[src/rtl/mips_core_pkg.sv]
// Shared MIPS core types: branch direction encoding and predictor configuration.
package mips_core_pkg;

  // Resolved or predicted branch direction.
  typedef enum logic {
    NOT_TAKEN = 1'b0,
    TAKEN     = 1'b1
  } BranchOutcome;

  // Instructions are word aligned; PC bits below this offset carry no index information.
  localparam int unsigned PC_WORD_OFFSET = 2;

  // Meaning of the predictor's USE_GSHARE parameter.
  typedef enum logic {
    PRED_BIMODAL = 1'b0,
    PRED_GSHARE  = 1'b1
  } pred_mode_e;

endpackage

[src/rtl/sat_counter_update.sv]
// Next-value computation for a saturating up/down counter.
// Ports:
//   ctr_i     current counter value
//   outcome_i TAKEN counts up, NOT_TAKEN counts down
//   ctr_o     next value, saturating at all-ones and zero (combinational)
module sat_counter_update
  import mips_core_pkg::*;
#(
  parameter int unsigned CTR_BITS = 2
) (
  input  logic [CTR_BITS-1:0] ctr_i,
  input  BranchOutcome        outcome_i,
  output logic [CTR_BITS-1:0] ctr_o
);

  always_comb begin
    ctr_o = ctr_i;
    if (outcome_i == TAKEN) begin
      if (ctr_i != '1) ctr_o = ctr_i + CTR_BITS'(1);
    end else begin
      if (ctr_i != '0) ctr_o = ctr_i - CTR_BITS'(1);
    end
  end

endmodule

[src/rtl/branch_predictor_gshare.sv]
// Dynamic branch direction predictor: gshare or bimodal table of saturating counters.
// Ports:
//   clk, rst_n                core clock, async active-low reset
//   i_req_valid, i_req_pc     fetch-side prediction request
//   o_req_prediction          predicted direction (combinational from state)
//   o_req_ghr                 history snapshot used for this prediction
//   i_fb_*                    resolved-branch feedback from execute
//   o_mispredict_count        saturating count of mispredicted feedbacks
module branch_predictor_gshare
  import mips_core_pkg::*;
#(
  parameter int unsigned INDEX_BITS = 8,
  parameter int unsigned GHR_BITS   = 8,
  parameter int unsigned CTR_BITS   = 2,
  parameter bit          USE_GSHARE = 1'b1,
  parameter int unsigned CNT_BITS   = 32
) (
  input  logic                clk,
  input  logic                rst_n,
  input  logic                i_req_valid,
  input  logic [31:0]         i_req_pc,
  output BranchOutcome        o_req_prediction,
  output logic [GHR_BITS-1:0] o_req_ghr,
  input  logic                i_fb_valid,
  input  logic [31:0]         i_fb_pc,
  input  logic [GHR_BITS-1:0] i_fb_ghr,
  input  BranchOutcome        i_fb_prediction,
  input  BranchOutcome        i_fb_outcome,
  output logic [CNT_BITS-1:0] o_mispredict_count
);

  localparam int unsigned ENTRIES = 1 << INDEX_BITS;
  // Weakly not-taken: one below the taken threshold.
  localparam logic [CTR_BITS-1:0] CTR_RESET = CTR_BITS'((1 << (CTR_BITS - 1)) - 1);

  logic [CTR_BITS-1:0] table_q [ENTRIES];
  logic [GHR_BITS-1:0] ghr_q, ghr_d, ghr_shift;
  logic [CNT_BITS-1:0] mispred_q, mispred_d;
  logic                active_q;
  logic                fb_en;
  logic [INDEX_BITS-1:0] req_idx, fb_idx;
  logic [CTR_BITS-1:0] fb_ctr, ctr_d;

  // Table index: word-aligned PC bits, optionally folded with history in the low bits.
  function automatic logic [INDEX_BITS-1:0] table_idx(input logic [INDEX_BITS-1:0] pc_bits,
                                                      input logic [GHR_BITS-1:0]   ghr);
    logic [INDEX_BITS-1:0] idx;
    idx = pc_bits;
    if (USE_GSHARE) idx = idx ^ INDEX_BITS'(ghr);
    return idx;
  endfunction

  assign req_idx = table_idx(i_req_pc[PC_WORD_OFFSET +: INDEX_BITS], ghr_q);
  assign fb_idx  = table_idx(i_fb_pc[PC_WORD_OFFSET +: INDEX_BITS], i_fb_ghr);
  assign fb_ctr  = table_q[fb_idx];

  // Request path reads registered state only, so a same-cycle feedback is not visible.
  assign o_req_prediction   = BranchOutcome'(table_q[req_idx][CTR_BITS-1]);
  assign o_req_ghr          = ghr_q;
  assign o_mispredict_count = mispred_q;

  // Valid only qualifies use of the prediction; PC bits outside the index do not matter.
  logic unused_inputs;
  assign unused_inputs = ^{i_req_valid,
                           i_req_pc[31:INDEX_BITS+PC_WORD_OFFSET], i_req_pc[PC_WORD_OFFSET-1:0],
                           i_fb_pc[31:INDEX_BITS+PC_WORD_OFFSET], i_fb_pc[PC_WORD_OFFSET-1:0],
                           i_fb_ghr};

  sat_counter_update #(
    .CTR_BITS (CTR_BITS)
  ) u_ctr_update (
    .ctr_i     (fb_ctr),
    .outcome_i (i_fb_outcome),
    .ctr_o     (ctr_d)
  );

  // Shift the resolved outcome into the live history (not the returned snapshot).
  generate
    if (GHR_BITS == 1) begin : g_ghr_single
      assign ghr_shift = GHR_BITS'(i_fb_outcome);
    end else begin : g_ghr_multi
      assign ghr_shift = {ghr_q[GHR_BITS-2:0], i_fb_outcome};
    end
  endgenerate

  // Feedback is dropped on the first edge after reset release.
  always_comb begin
    fb_en     = i_fb_valid & active_q;
    ghr_d     = ghr_q;
    mispred_d = mispred_q;
    if (fb_en) begin
      ghr_d = ghr_shift;
      if ((i_fb_prediction != i_fb_outcome) && (mispred_q != '1)) begin
        mispred_d = mispred_q + CNT_BITS'(1);
      end
    end
  end

  always_ff @(posedge clk or negedge rst_n) begin
    if (!rst_n) begin
      ghr_q     <= '0;
      mispred_q <= '0;
      active_q  <= 1'b0;
    end else begin
      ghr_q     <= ghr_d;
      mispred_q <= mispred_d;
      active_q  <= 1'b1;
    end
  end

  // Counter table lives in flops so it can be reset to weakly not-taken.
  always_ff @(posedge clk or negedge rst_n) begin
    if (!rst_n) begin
      for (int unsigned i = 0; i < ENTRIES; i++) table_q[i] <= CTR_RESET;
    end else if (fb_en) begin
      table_q[fb_idx] <= ctr_d;
    end
  end

endmodule

[config.mk]
export PLATFORM = sky130hd
export DESIGN_NAME = branch_predictor_gshare
export DESIGN_NICKNAME = d
export VERILOG_FILES = /design/src/rtl/mips_core_pkg.sv /design/src/rtl/sat_counter_update.sv /design/src/rtl/branch_predictor_gshare.sv
export SDC_FILE = /design/constraint.sdc
export NUM_CORES = 1
export LEC_CHECK = 0
export BUFFER_PORTS_ARGS = -buffer_cell sky130_fd_sc_hd__buf_2
export CAP_MARGIN = 20
export CORE_MARGIN = 10
export CORE_UTILIZATION = 35
export DETAILED_ROUTE_END_ITERATION = 16
export SYNTH_ARGS = -nofsm -noshare
export SYNTH_HDL_FRONTEND = slang
export SYNTH_SLANG_ARGS = --single-unit
[constraint.sdc]
create_clock -name clk -period 5.2 [get_ports clk]
set_input_delay 0.52 -clock clk [delete_from_list [all_inputs] [get_ports clk]]
set_output_delay 0.52 -clock clk [all_outputs]
set_load 0.02 [all_outputs]
# Word level (Yosys, flattened, before mapping)
# Index checks and enable logic that the tools add are counted.
dict set report op_classes {
  reduce_logical 4
  n_addsub 3
  magnitude_cmp 3
  n_mux 12
  n_eq_ne 3
  bitwise 5
}
# operator n
set ops {}
lappend ops {{bitwise mux 512 bit} 1}
lappend ops {{adder 32 x 1 -> 32 bit (second input constant)} 1}
lappend ops {{binary-select mux 2 bit (select 8 bit)} 2}
lappend ops {{inequality test 32 bit (second input constant)} 1}
lappend ops {{>= comparator 9 bit (second input constant)} 2}
lappend ops {{NOT 8 -> 9 bit} 2}
lappend ops {{demux 2 bit (select 8 bit)} 1}
lappend ops {{2-to-1 mux 2 bit} 8}
lappend ops {{XOR 8 bit} 2}
lappend ops {{less-than comparator 9 x 1 -> 1 bit (second input constant)} 1}
lappend ops {{adder 2 x 1 -> 2 bit (second input constant)} 1}
lappend ops {{logical AND 1 bit} 2}
lappend ops {{inequality test 2 bit (second input constant)} 1}
lappend ops {{AND reduction 2 bit} 1}
lappend ops {{nonzero test 2 bit} 1}
lappend ops {{subtractor 2 x 1 -> 2 bit (second input constant)} 1}
lappend ops {{AND 1 bit} 1}
lappend ops {{inequality test 1 bit} 1}
dict set report totals {
  in_bits 78
  word_cells 289
  ff_bits 553
  out_inout_bits 41
}

# Depth between registers and ports, before layout
dict set report logic_depth {
  depth_word 9
  mapped_depth 15
  depth_no_buf 9
}

# By module
# Synthesis repeated with hierarchy kept, for this count alone.
dict set report unflattened {
  cells_unflattened 2205
  hier_area_um2 28747.6
}
# mod seq_area_each_um2 n_inst cells_per_inst area_each_um2
set modules_own_cells {}
lappend modules_own_cells {branch_predictor_gshare 14158.6 1 2202 28721.3}
lappend modules_own_cells {sat_counter_update 0.0 1 3 26.3}

# Worst setup path after synthesis
# OpenSTA, ideal clock, no wires.
dict set report synth_timing {
  path_type {register -> output}
  start {register ghr_q[0] (netlist: o_req_ghr[0])}
  end {output o_req_prediction}
  arrival_ps 3959
  required_ps 4680
  stages_incl_launch_ff 9
  setup_slack_ps 721
  path_buffers 2
  path_cell_list {dfrtp_1 -> xor2_1 -> clkbuf_1 -> buf_2 -> mux4_2 -> mux4_2 -> mux4_2 -> a211oi_1 -> a21oi_1}
}
dict set report synth_via {
  elab_chain_cells 5
}
# element line_no
set synth_rtl {}
lappend synth_rtl {{from (decl)} branch_predictor_gshare.sv:37} ;# logic [GHR_BITS-1:0] ghr_q, ghr_d, ghr_shift;
lappend synth_rtl {{from (signal assigned)} branch_predictor_gshare.sv:105} ;# ghr_q <= ghr_d;
lappend synth_rtl {{XOR 8 bit} branch_predictor_gshare.sv:49} ;# if (USE_GSHARE) idx = idx ^ INDEX_BITS'(ghr);
lappend synth_rtl {{NOT 8 -> 9 bit (implied by the code)} branch_predictor_gshare.sv:58} ;# assign o_req_prediction = BranchOutcome'(table_q[req_idx][CTR_BITS-1]);
lappend synth_rtl {{binary-select mux 2 bit (select 8 bit)} branch_predictor_gshare.sv:58}
lappend synth_rtl {{2-to-1 mux 2 bit (implied by the code) (2 in a row)} branch_predictor_gshare.sv:58}
lappend synth_rtl {{to (decl)} branch_predictor_gshare.sv:22} ;# output BranchOutcome o_req_prediction,
# No other way between the ends. The select of a mux whose other input is x is not followed.

# Worst setup path in the final report
# Same ends and word-level chain as after synthesis.

==> flow_summary.rst <==
.. list-table::
   :header-rows: 1

   * - Metric
     - Value
   * - Sequential area share after synthesis
     - around 52%
   * - Count of pins on the block boundary
     - 119
   * - Status
     - completed
   * - Crit. End Element
     - primary output
   * - Most common library cell in the layout ignoring fill and taps
     - sky130_fd_sc_hd__nand2_1
   * - TritonCTS clock tree
     - done
   * - DP Area
     - 29170 µm²
   * - Pin slew with the least headroom to its limit
     - approximately 1100 ps
   * - Worst slack, placed
     - ~460 ps
   * - Number of remaining DRC errors
     - 0
   * - CP Launch Type
     - flop
   * - Starting density of the core
     - around 35%
   * - Global Route Usage Sum
     - between 10% and 20%
   * - Antenna violations before repair
     - 0
   * - Most heavily used metal layer in global routing
     - met2
   * - Synth Net Count
     - roughly 2600
   * - Wire length of the first global-routing pass
     - approximately 120000 µm
   * - Final worst clock skew
     - around 23 ps
   * - Worst-case clock buffer depth
     - 3
   * - Final setup TNS
     - 0 ps
   * - Per-instance average area after synthesis
     - between 10 and 15 µm²
   * - Die boundary width
     - about 300 µm
   * - Number of detailed-route iterations in the first pass
     - 6
   * - Total power divided by cell area
     - around 340 nW/µm²
   * - Layout cell share with drive strength beyond 1
     - between 20 and 30%
   * - Post-layout nets
     - between 2000 and 3000
   * - Commonest non-fill, non-tap cells in the layout
     - sky130_fd_sc_hd__nand2_1 (874), sky130_fd_sc_hd__dfrtp_1 (297), sky130_fd_sc_hd__o21ai_0 (274)
   * - Crit Path Max Fanout
     - 10
   * - Clock Tree Root
     - sky130_fd_sc_hd__clkbuf_16
   * - Fraction of met3 tracks used by global routing
     - between 2 and 2.5%
   * - Std cell rows
     - 102
   * - Insertion delay of the later-clocked pin in the worst-skew pair
     - 630 ps
   * - Number of warnings reported in the yosys synthesis log
     - 0
   * - HPWL after detailed placement
     - roughly 50000 µm
   * - Data required, critical path
     - approximately 4700 ps
   * - Final critical-path share of the clock period
     - between 90 and 100%
   * - Main area contributors after synthesis
     - sky130_fd_sc_hd__dfrtp_1 (27%), sky130_fd_sc_hd__dfstp_2 (25%), sky130_fd_sc_hd__mux4_2 (17%), sky130_fd_sc_hd__nand2_1 (12%), sky130_fd_sc_hd__o21ai_0 (5.0%)
   * - Fillcell total
     - between 7000 and 8000
   * - Maximum clock frequency
     - 0.2027 GHz
   * - Met1 Use GR
     - ~24%
   * - H-tree levels
     - 2
   * - Library cells used by synthesis
     - 48
   * - Hold Vio Cnt, Final
     - 0
   * - Number of clock sinks
     - between 500 and 600
   * - Library cell occupying the most area in the post-synthesis netlist
     - sky130_fd_sc_hd__dfrtp_1
   * - Worst EP arrival
     - 4410 ps
   * - Fin cells
     - 3715
   * - Synthesis-to-layout area growth
     - 13.58%
   * - Area fraction of the dominant cell type after synthesis
     - a little over a quarter
   * - Largest net degree at the start of global routing
     - 126
   * - Placed cell count
     - roughly 3600
   * - Setup WS post-layout
     - between 200 and 300 ps
   * - Routed wire length
     - 79740 µm
   * - Number of I/O port buffers
     - 69
   * - HP Class
     - input pin to flop
   * - Total number of vias
     - 20120
   * - Placer Congestion
     - between 0.8 and 0.9
   * - Ant diodes
     - 0
   * - Routed length per instance
     - roughly 21 µm
   * - Count of final setup violators
     - 0
   * - Post-Route Utilization
     - approximately two fifths
   * - Vias in the first global route
     - approximately 20000
   * - Static leakage power
     - around 12 nW
   * - Top FF cell, synth
     - sky130_fd_sc_hd__dfrtp_1
   * - Syn Std Cell Area
     - ~27000 µm²
   * - Rel. slew slack
     - approximately 27%
   * - Reg clk slew, reported paths
     - 60 ps
   * - Peak supply drop
     - approximately 0.00023 V
   * - Number of storage elements in the synthesis netlist
     - around 550
   * - Summed area of non-filler cells in the final layout
     - 31150 µm²
   * - Async set or reset register ratio after synthesis
     - 100.0%
   * - Slew Viols, Final
     - 0
   * - Total grt overflow
     - 0
   * - Max-cap check violation count
     - 0
   * - Number of enable flip-flop cells after synthesis
     - 0
   * - CTS Buf Count
     - 60
   * - Die extent in y
     - roughly 300 µm
   * - CP Class
     - flop to primary output
   * - Die area
     - 89960 µm²
   * - Minimum clock period after layout
     - about 4900 ps
   * - Number of DRC violations after detailed-routing iteration 0
     - roughly 1700
   * - Number of instances in the synthesized netlist
     - 2557
   * - Number of nets still failing antenna checks after routing
     - 0
   * - Detailed-route vias per instance
     - about 5.4
   * - Routing usage on met2
     - 28.17%
   * - RSZ-0062 raised after global routing
     - false
   * - Core area
     - around 78000 µm²
==> final cells by class <==
cell class,instances,area [µm²],area share (%)
Tap cell,1040,1301,4.177
Sequential cell,553,14160,45.45
Clock buffer,103,1854,5.953
Timing Repair Buffer,153,1260,4.045
Clock inverter,8,67.56,0.2169
Inverter,7,26.28,0.08435
Multi-Input combinational cell,1851,12480,40.07
==> Yosys cell counts (3+ instances only) <==
cell                         n
sky130_fd_sc_hd__nor2_1     45
sky130_fd_sc_hd__xor2_1     23
sky130_fd_sc_hd__a22oi_1    17
sky130_fd_sc_hd__dfrtp_1   297
sky130_fd_sc_hd__and3_1      4
sky130_fd_sc_hd__a21oi_1    13
sky130_fd_sc_hd__inv_1       7
sky130_fd_sc_hd__buf_8       3
sky130_fd_sc_hd__a211oi_1    3
sky130_fd_sc_hd__o21ai_0   274
sky130_fd_sc_hd__a41oi_1    13
sky130_fd_sc_hd__buf_2      33
sky130_fd_sc_hd__mux4_2    203
sky130_fd_sc_hd__dfstp_2   256
sky130_fd_sc_hd__mux2i_1    24
sky130_fd_sc_hd__or4_1       3
sky130_fd_sc_hd__buf_4       4
sky130_fd_sc_hd__and4_1      6
sky130_fd_sc_hd__buf_6      45
sky130_fd_sc_hd__clkbuf_1   59
sky130_fd_sc_hd__o22ai_1    12
sky130_fd_sc_hd__nor4_1      3
sky130_fd_sc_hd__nand4_1     9
sky130_fd_sc_hd__xnor2_1    31
sky130_fd_sc_hd__nand3_1    21
sky130_fd_sc_hd__nor3_1      4
sky130_fd_sc_hd__nand2_1   874
sky130_fd_sc_hd__o21ai_1   240
sky130_fd_sc_hd__or3_1       4
==> logic make-up after synthesis <==
family	Yosys count	synth area share, %
buf+inv	153	3.654
fa+ha+maj	3	0.1277
xor+xnor	55	1.784
mux	229	17.68
other cells	1	0.01367
compound gates	581	11.13
simple gates	982	13.99
flops	553	51.62
==> report_power, final <==
part,total [mW],switching (mW),internal [mW]
combinational,1.53,0.986,0.548
sequential,4.73,0.141,4.59
clock,4.23,1.78,2.45
total,10.5,2.91,7.59
==> layer usage <==
layer	part of all wire [%]	wire, µm
met5	0	0
met2	47	37650
met1	44	35120
met4	3.0	2369
met3	5.8	4591
==> flip-flops by register name, summed over array words and instances, names as in the netlist <==
| signal | flops |
|---|---|
| table_q | 512 |
| o_req_ghr | 8 |
| o_mispredict_count | 32 |
| active_q | 1 |
==> worst max-delay path, cell delays in order (launching register included) <==
cell                       delay [ps]
sky130_fd_sc_hd__dfrtp_1          480
sky130_fd_sc_hd__xor2_4           640
sky130_fd_sc_hd__buf_4            360
sky130_fd_sc_hd__mux4_2           550
sky130_fd_sc_hd__mux4_2           530
sky130_fd_sc_hd__mux4_2           530
sky130_fd_sc_hd__nor2b_1          160
sky130_fd_sc_hd__a211oi_1         240
sky130_fd_sc_hd__a21oi_1           80
sky130_fd_sc_hd__buf_2            200
==> timing repair <==
action | in CTS | in global routing
endpoints found under the hold margin | 46 | 0
hold buffers | 1 | 0
buffers inserted | 0 | 0
gates resized for setup | 0 | 0
==> final timing paths <==
kind	from	end	slack, ps	depth (start not counted)
min	i_fb_valid	o_req_ghr[7]	350	4
min in group asynchronous	rst_n	table_q[417]	550	2
max	o_req_ghr[0]	o_req_prediction	270	9
max in group asynchronous	rst_n	table_q[147]	3430	3
min reg2reg	table_q[24]	table_q[24]	460	2
max reg2reg	table_q[279]	table_q[476]	1590	8
==> stage by stage <==
stage	hold slack [ps]	total power, mW
6_report	352.9	10.49
4_1_cts	330.4	10.57
2_1_floorplan	224.4	5.720
5_1_grt	389.5	10.86
3_3_place_gp	448.1	6.314
3_5_place_dp	452.5	6.337
Note: power is estimated with default switching activity, not from simulation.
